[src/rtl/branch_unit_pkg.sv]
// Shared RISCV control-flow definitions: operation classes and branch funct3 encodings.
package branch_unit_pkg;

    typedef enum logic [2:0] {
        OP_ALU    = 3'd0,
        OP_BRANCH = 3'd1,
        OP_JAL    = 3'd2,
        OP_JALR   = 3'd3,
        OP_LOAD   = 3'd4,
        OP_STORE  = 3'd5
    } op_type;

    localparam logic [2:0] BR_BEQ  = 3'd0;
    localparam logic [2:0] BR_BNE  = 3'd1;
    localparam logic [2:0] BR_BLT  = 3'd4;
    localparam logic [2:0] BR_BGE  = 3'd5;
    localparam logic [2:0] BR_BLTU = 3'd6;
    localparam logic [2:0] BR_BGEU = 3'd7;

    function automatic logic is_jump(input op_type op);
        return (op == OP_JAL) || (op == OP_JALR);
    endfunction

endpackage

[src/rtl/branch_unit_bht_table.sv]
// Bimodal history table: saturating counters, one async read port, one sync training port.
module bht_table #(
    parameter int ENTRIES  = 64,
    parameter int CNT_BITS = 2,
    parameter int IDX_W    = $clog2(ENTRIES)
) (
    input  logic                clk,
    input  logic                rst,
    input  logic [IDX_W-1:0]    rd_idx,
    output logic [CNT_BITS-1:0] rd_cnt,
    input  logic                wr_en,
    input  logic [IDX_W-1:0]    wr_idx,
    input  logic                wr_taken
);

    // Weakly not-taken: MSB clear, all lower bits set.
    localparam logic [CNT_BITS-1:0] CNT_INIT = CNT_BITS'((1 << (CNT_BITS - 1)) - 1);
    localparam logic [CNT_BITS-1:0] CNT_MAX  = '1;

    logic [CNT_BITS-1:0] cnt_q [ENTRIES];
    logic [CNT_BITS-1:0] wr_cur;

    assign rd_cnt = cnt_q[rd_idx];
    assign wr_cur = cnt_q[wr_idx];

    always_ff @(posedge clk) begin
        if (rst) begin
            for (int i = 0; i < ENTRIES; i++) begin
                cnt_q[i] <= CNT_INIT;
            end
        end else if (wr_en) begin
            if (wr_taken && (wr_cur != CNT_MAX)) begin
                cnt_q[wr_idx] <= wr_cur + 1'b1;
            end else if (!wr_taken && (wr_cur != '0)) begin
                cnt_q[wr_idx] <= wr_cur - 1'b1;
            end
        end
    end

endmodule

[src/rtl/branch_unit.sv]
// Registered branch resolution with bimodal prediction and redirect generation.
// Optional statistics counters are built when BRANCH_UNIT_STATS_EN is defined.
module branch_unit
    import branch_unit_pkg::*;
#(
    parameter int XLEN        = 32,
    parameter int BHT_ENTRIES = 64,
    parameter int CNT_BITS    = 2
) (
    input  logic            clk,
    input  logic            rst,
    input  logic [XLEN-1:0] fetch_pc,
    output logic            fetch_pred,
    input  logic            ex_valid,
    output logic            ex_ready,
    input  op_type          ex_optype,
    input  logic [2:0]      ex_funct3,
    input  logic [XLEN-1:0] ex_op1,
    input  logic [XLEN-1:0] ex_op2,
    input  logic [XLEN-1:0] ex_pc,
    input  logic [XLEN-1:0] ex_imm,
    input  logic            ex_pred,
    input  logic            flush,
    output logic            res_valid,
    input  logic            res_ready,
    output logic            res_taken,
    output logic            res_mispred,
    output logic [XLEN-1:0] res_target,
    output logic [31:0]     stat_branches,
    output logic [31:0]     stat_mispreds
);

    localparam int IDX_W = $clog2(BHT_ENTRIES);

    logic                accept;
    logic                is_branch;
    logic                cond_valid;
    logic                cond_taken;
    logic                taken;
    logic                mispred;
    logic                train;
    logic [XLEN-1:0]     target;
    logic [XLEN-1:0]     jump_target;
    logic [CNT_BITS-1:0] fetch_cnt;
    logic                unused_fetch_bits;

    assign ex_ready  = !res_valid || res_ready;
    assign accept    = ex_valid && ex_ready && !flush;
    assign is_branch = (ex_optype == OP_BRANCH);

    always_comb begin
        cond_valid = 1'b1;
        cond_taken = 1'b0;
        case (ex_funct3)
            BR_BEQ:  cond_taken = (ex_op1 == ex_op2);
            BR_BNE:  cond_taken = (ex_op1 != ex_op2);
            BR_BLT:  cond_taken = ($signed(ex_op1) <  $signed(ex_op2));
            BR_BGE:  cond_taken = ($signed(ex_op1) >= $signed(ex_op2));
            BR_BLTU: cond_taken = (ex_op1 <  ex_op2);
            BR_BGEU: cond_taken = (ex_op1 >= ex_op2);
            default: cond_valid = 1'b0;
        endcase
    end

    // Undefined funct3 and non-control ops fall through silently: no redirect, no training.
    always_comb begin
        taken   = 1'b0;
        mispred = 1'b0;
        if (is_branch && cond_valid) begin
            taken   = cond_taken;
            mispred = (cond_taken != ex_pred);
        end else if (ex_optype == OP_JAL) begin
            taken   = 1'b1;
            mispred = !ex_pred;
        end else if (ex_optype == OP_JALR) begin
            taken   = 1'b1;
            mispred = 1'b1;
        end
    end

    assign jump_target = (ex_optype == OP_JALR)
                       ? ((ex_op1 + ex_imm) & {{(XLEN-1){1'b1}}, 1'b0})
                       : (ex_pc + ex_imm);
    assign target = taken ? jump_target : (ex_pc + XLEN'(4));

    assign train = accept && is_branch && cond_valid && !rst;

    bht_table #(
        .ENTRIES  (BHT_ENTRIES),
        .CNT_BITS (CNT_BITS),
        .IDX_W    (IDX_W)
    ) u_bht (
        .clk      (clk),
        .rst      (rst),
        .rd_idx   (fetch_pc[IDX_W+1:2]),
        .rd_cnt   (fetch_cnt),
        .wr_en    (train),
        .wr_idx   (ex_pc[IDX_W+1:2]),
        .wr_taken (taken)
    );

    assign fetch_pred        = fetch_cnt[CNT_BITS-1];
    assign unused_fetch_bits = ^{fetch_pc[XLEN-1:IDX_W+2], fetch_pc[1:0]};

    always_ff @(posedge clk) begin
        if (rst) begin
            res_valid   <= 1'b0;
            res_taken   <= 1'b0;
            res_mispred <= 1'b0;
            res_target  <= '0;
        end else begin
            if (flush) begin
                res_valid <= 1'b0;
            end else if (accept) begin
                res_valid <= 1'b1;
            end else if (res_ready) begin
                res_valid <= 1'b0;
            end
            if (accept) begin
                res_taken   <= taken;
                res_mispred <= mispred;
                res_target  <= target;
            end
        end
    end

`ifdef BRANCH_UNIT_STATS_EN
    logic [31:0] stat_branches_q;
    logic [31:0] stat_mispreds_q;

    always_ff @(posedge clk) begin
        if (rst) begin
            stat_branches_q <= '0;
            stat_mispreds_q <= '0;
        end else if (accept && (is_branch || is_jump(ex_optype))) begin
            stat_branches_q <= stat_branches_q + 32'd1;
            if (mispred) begin
                stat_mispreds_q <= stat_mispreds_q + 32'd1;
            end
        end
    end

    assign stat_branches = stat_branches_q;
    assign stat_mispreds = stat_mispreds_q;
`else
    assign stat_branches = '0;
    assign stat_mispreds = '0;
`endif

endmodule

[config.mk]
export PLATFORM = sky130hd
export DESIGN_NAME = branch_unit
export DESIGN_NICKNAME = d
export VERILOG_FILES = /design/src/rtl/branch_unit_pkg.sv /design/src/rtl/branch_unit_bht_table.sv /design/src/rtl/branch_unit.sv
export SDC_FILE = /design/constraint.sdc
export NUM_CORES = 1
export LEC_CHECK = 0
export BUFFER_PORTS_ARGS = -buffer_cell sky130_fd_sc_hd__buf_2
export CAP_MARGIN = 5
export CORE_AREA = 2 2 191 193
export CTS_CLUSTER_DIAMETER = 50
export CTS_CLUSTER_SIZE = 30
export DETAILED_ROUTE_END_ITERATION = 8
export DIE_AREA = 0 0 193 195
export GPL_TIMING_DRIVEN = 1
export SLEW_MARGIN = 10
export SYNTH_ARGS = -nofsm -noshare
export SYNTH_HDL_FRONTEND = slang
export SYNTH_SLANG_ARGS = --single-unit
[constraint.sdc]
create_clock -name clk -period 4.4 [get_ports clk]
set_clock_uncertainty 0.15 [all_clocks]
set_input_delay 0.44 -clock clk [delete_from_list [all_inputs] [get_ports clk]]
set_output_delay 0.44 -clock clk [all_outputs]
set_load 0.02 [all_outputs]
==> results.tsv <==
stage	metric	value	unit
logic_synthesis	netlist_area	14000	um2
placed_design	place_congestion	0.916	
die	die_h	195	um
die	dieArea	37600	um2
final_layout	seqCellArea	4540	um2
hold_path	whs_path_depth	2	
clock_network	clkLatencyLatePin	430	ps
global_route	antenna_found_initial	3	
final_layout	final_area	15800	um2
placed_design	place_area	15300	um2
drt	dr_wl_met3	2.86	mm
logic_synthesis	netlist_top_cells_area	edfxtp_1 (27%), ha_1 (8.4%), mux4_2 (5.8%)	
critical_path	worstSetupEndpointType	flop	
logic_synthesis	synthArstFlopShare	0	
hold_path	hold_end	res_valid	
critical_path	path_common_cell	nand2_1	
clock_network	htree_num_levels	4	
global_route	grt_max_degree	65	
global_route	grt_first_pass_wirelength	66.8	mm
critical_path	worst_ep_arrival_time	3640	ps
die	initial_core_util	0.397	
drt	wl_per_cell	19.6	um
critical_path	crit_required	4340	ps
logic_synthesis	synth.distinct_cells	87	
timing	tightest_slew	1040	ps
drt	highest_layer	met5	
final_layout	fillers	3548	
placed_design	io_buffers	182	
outcome	status	finished clean	
timing	max_freq	0.271	GHz
drt	dr_wl_met2	21.0	mm
drt	first_iter_violations	949	
die	die_w	193	um
final_layout	fin_util	0.447	
die	io-pin-count	273	
critical_path	rr_worst_depth	9	
critical_path	cp_num_buf_inv	2	
timing	drv_slew	0	
global_route	globalRouteTotalUtil	0.228	
power	cellPowerDensity	271	nW/um2
logic_synthesis	synth_edf_count	128	
critical_path	crit-reg2reg-launch	u_bht.cnt_q[34][0]	
drt	met1Wirelength	18.0	mm
drt	vias_per_cell	5.74	
critical_path	crit_type	in -> reg	
logic_synthesis	synth-main-ff-cell	edfxtp_1	
clock_network	cts.clk_slew.worst_paths	70	ps
timing	max_slew_margin	0.302	
timing	hold_viol	0	
timing	period_needed	3690	ps
clock_network	cts-root-buf	clkbuf_16	
final_layout	fin_nets	1995	
logic_synthesis	syn_inst	1583	
job	drv_cap	0	
final_layout	drive_above_1_share	0.188	
drt	ant_nets	0	
final_layout	multi_input_area	8620	um2
critical_path	crit_chain	buf_2 > ha_1 > nand4_1 > nor4_2 > o41a_1 > o221a_2 > nand2_1 > o31ai_2 > mux2i_1 > nand2_1 > buf_12 > o21ai_0	
final_layout	synthToLayoutAreaGrowth	12.7	%
drt	drc	0	
logic_synthesis	ys_warn_count	0	
die	std_cell_rows	69	
timing	setup-tns-final	0	ps
logic_synthesis	ys_seq_area_frac	0.324	
global_route	overflow	0	
clock_network	cts_tree	yes	
clock_network	cts_buffers	17	
critical_path	worst_setup_path_start_kind	primary input	
hold_path	min_path_type	in -> reg	
power	ir_drop	206	uV
timing	post-route-period-util	0.839	
timing	grt_setup_unrepaired	false	
clock_network	cts_hold_repair.buffers	0	
logic_synthesis	synth_top_cell_by_area	edfxtp_1	
drt	vias	12600	
critical_path	worstPathMaxFanout	37	
critical_path	crit_family	compound AO/OA/AOI/OAI gates	
critical_path	cpMaxStageDelayCell	nor4_2	
critical_path	reg2reg_to	u_bht.cnt_q[48][0]	
drt	wl	43.1	mm
die	core_area	35400	um2
critical_path	critPathMaxStageDelay	540	ps
critical_path	r2r_slack	1020	ps
logic_synthesis	synth_seq_cells	163	
logic_synthesis	syn_area_per_cell	8.87	um2
drt	firstDrtPassIters	5	
logic_synthesis	synth_top_area_frac	0.274	
global_route	first_global_vias	12200	
hold_path	hp-start	flush	
placed_design	hpwl	32.5	mm
timing	finalSetupViolations	0	
clock_network	cts_num_sinks	163	
clock_network	cts_resized	0	
power	p_leak	0.00632	uW
clock_network	clock_path_buffers	2	
clock_network	post-cts-setup-buffers	0	
synth_stat cells, drive strengths merged (11+ instances only):
cell / count
a31oi: 19
nor3: 45
a211oi: 17
clkbuf: 68
mux4: 36
nand4: 23
nor2b: 20
buf: 103
and2: 11
nand2: 164
ha: 94
inv: 53
xnor2: 42
edfxtp: 128
a21oi: 72
nor2: 131
o21ai: 100
a21o: 57
nand3: 94
dfxtp: 35
xor2: 31
o211ai: 14
and3: 18
nand2b: 14
mux2i: 33
area by class of cell:
class                           count  share of cell area
Clock inverter                     13             0.00529
Inverter                           53              0.0126
Multi-Input combinational cell   1259               0.544
Tap cell                          461              0.0364
Sequential cell                   163               0.287
Clock buffer                       18              0.0271
Antenna cell                        1            0.000158
Timing Repair Buffer              233              0.0872
cells by family after synthesis:
group,Yosys count,synth area share
AND/OR/NAND/NOR,559,0.188
AO/OA/AOI/OAI,389,0.185
buffers and inverters,224,0.0824
flip-flops,163,0.324
adder cells (fa/ha/maj),96,0.0866
multiplexers,78,0.0884
XOR/XNOR,73,0.0455
other,1,0.000267
layout by cell type (no fill, tap or decap), types with 10 or more instances in the layout:
master	synthesis	routed
conb_1	1	64
mux4_2	36	36
dfxtp_1	35	35
buf_4	73	44
a31oi_1	19	19
nand3_1	93	93
and2_1	11	11
xor2_1	31	31
nor2_1	129	129
mux2i_1	33	33
nand2_1	164	164
ha_1	94	94
edfxtp_1	128	128
o211ai_1	14	14
nand2b_1	14	14
nand4_1	23	23
xnor2_1	42	42
a211oi_1	17	17
and3_1	18	18
clkbuf_16	0	17
nor3_1	45	45
o21ai_0	89	89
nor2b_1	19	19
a21o_1	57	57
buf_2	22	182
inv_1	53	53
a21oi_1	72	70
a311oi_1	10	10
where the power goes:
part           leakage, uW  internal, uW  switching, uW
clock network     0.000255           716            626
logic              0.00467           478            737
registers          0.00140          1700           28.7
flip-flops by register name (all words and copies together), names as in the netlist:
| register | flops |
|---|---|
| res_mispred | 1 |
| u_bht.cnt_q | 128 |
| res_taken | 1 |
| res_target | 32 |
| res_valid | 1 |
per-layer routing:
layer	up-vias	GRT usage
met4	2	0.0766
li1	6029	-
met2	527	0.386
met5	-	0
met1	6010	0.296
met3	62	0.0343
worst max-delay path by stage:
stage,start,end,slack (ps),cells past startpoint
global route,ex_op1[14],u_bht.cnt_q[8][0],340,13
CTS,ex_pc[2],u_bht.cnt_q[36][0],700,12
detailed placement,ex_pc[2],u_bht.cnt_q[0][0],250,12
floorplan,fetch_pc[2],fetch_pred,890,5
global placement,ex_pc[2],u_bht.cnt_q[31][0],290,12
finish,ex_op1[31],u_bht.cnt_q[48][0],710,12
per-stage QoR:
| step | power (uW) | setup WS, ps | std cells | hold WS [ps] |
|---|---|---|---|---|
| after global routing | 4480 | 341 | 2200 | 58.2 |
| after floorplan | 2620 | 889 | 1646 | 367 |
| after global placement | 2940 | 286 | 2169 | 307 |
| after CTS | 4280 | 697 | 2200 | 50.7 |
| final | 4280 | 707 | 2201 | 67.7 |
| after detailed placement | 2960 | 246 | 2169 | 307 |
Note: power is estimated with default switching activity, not from simulation.
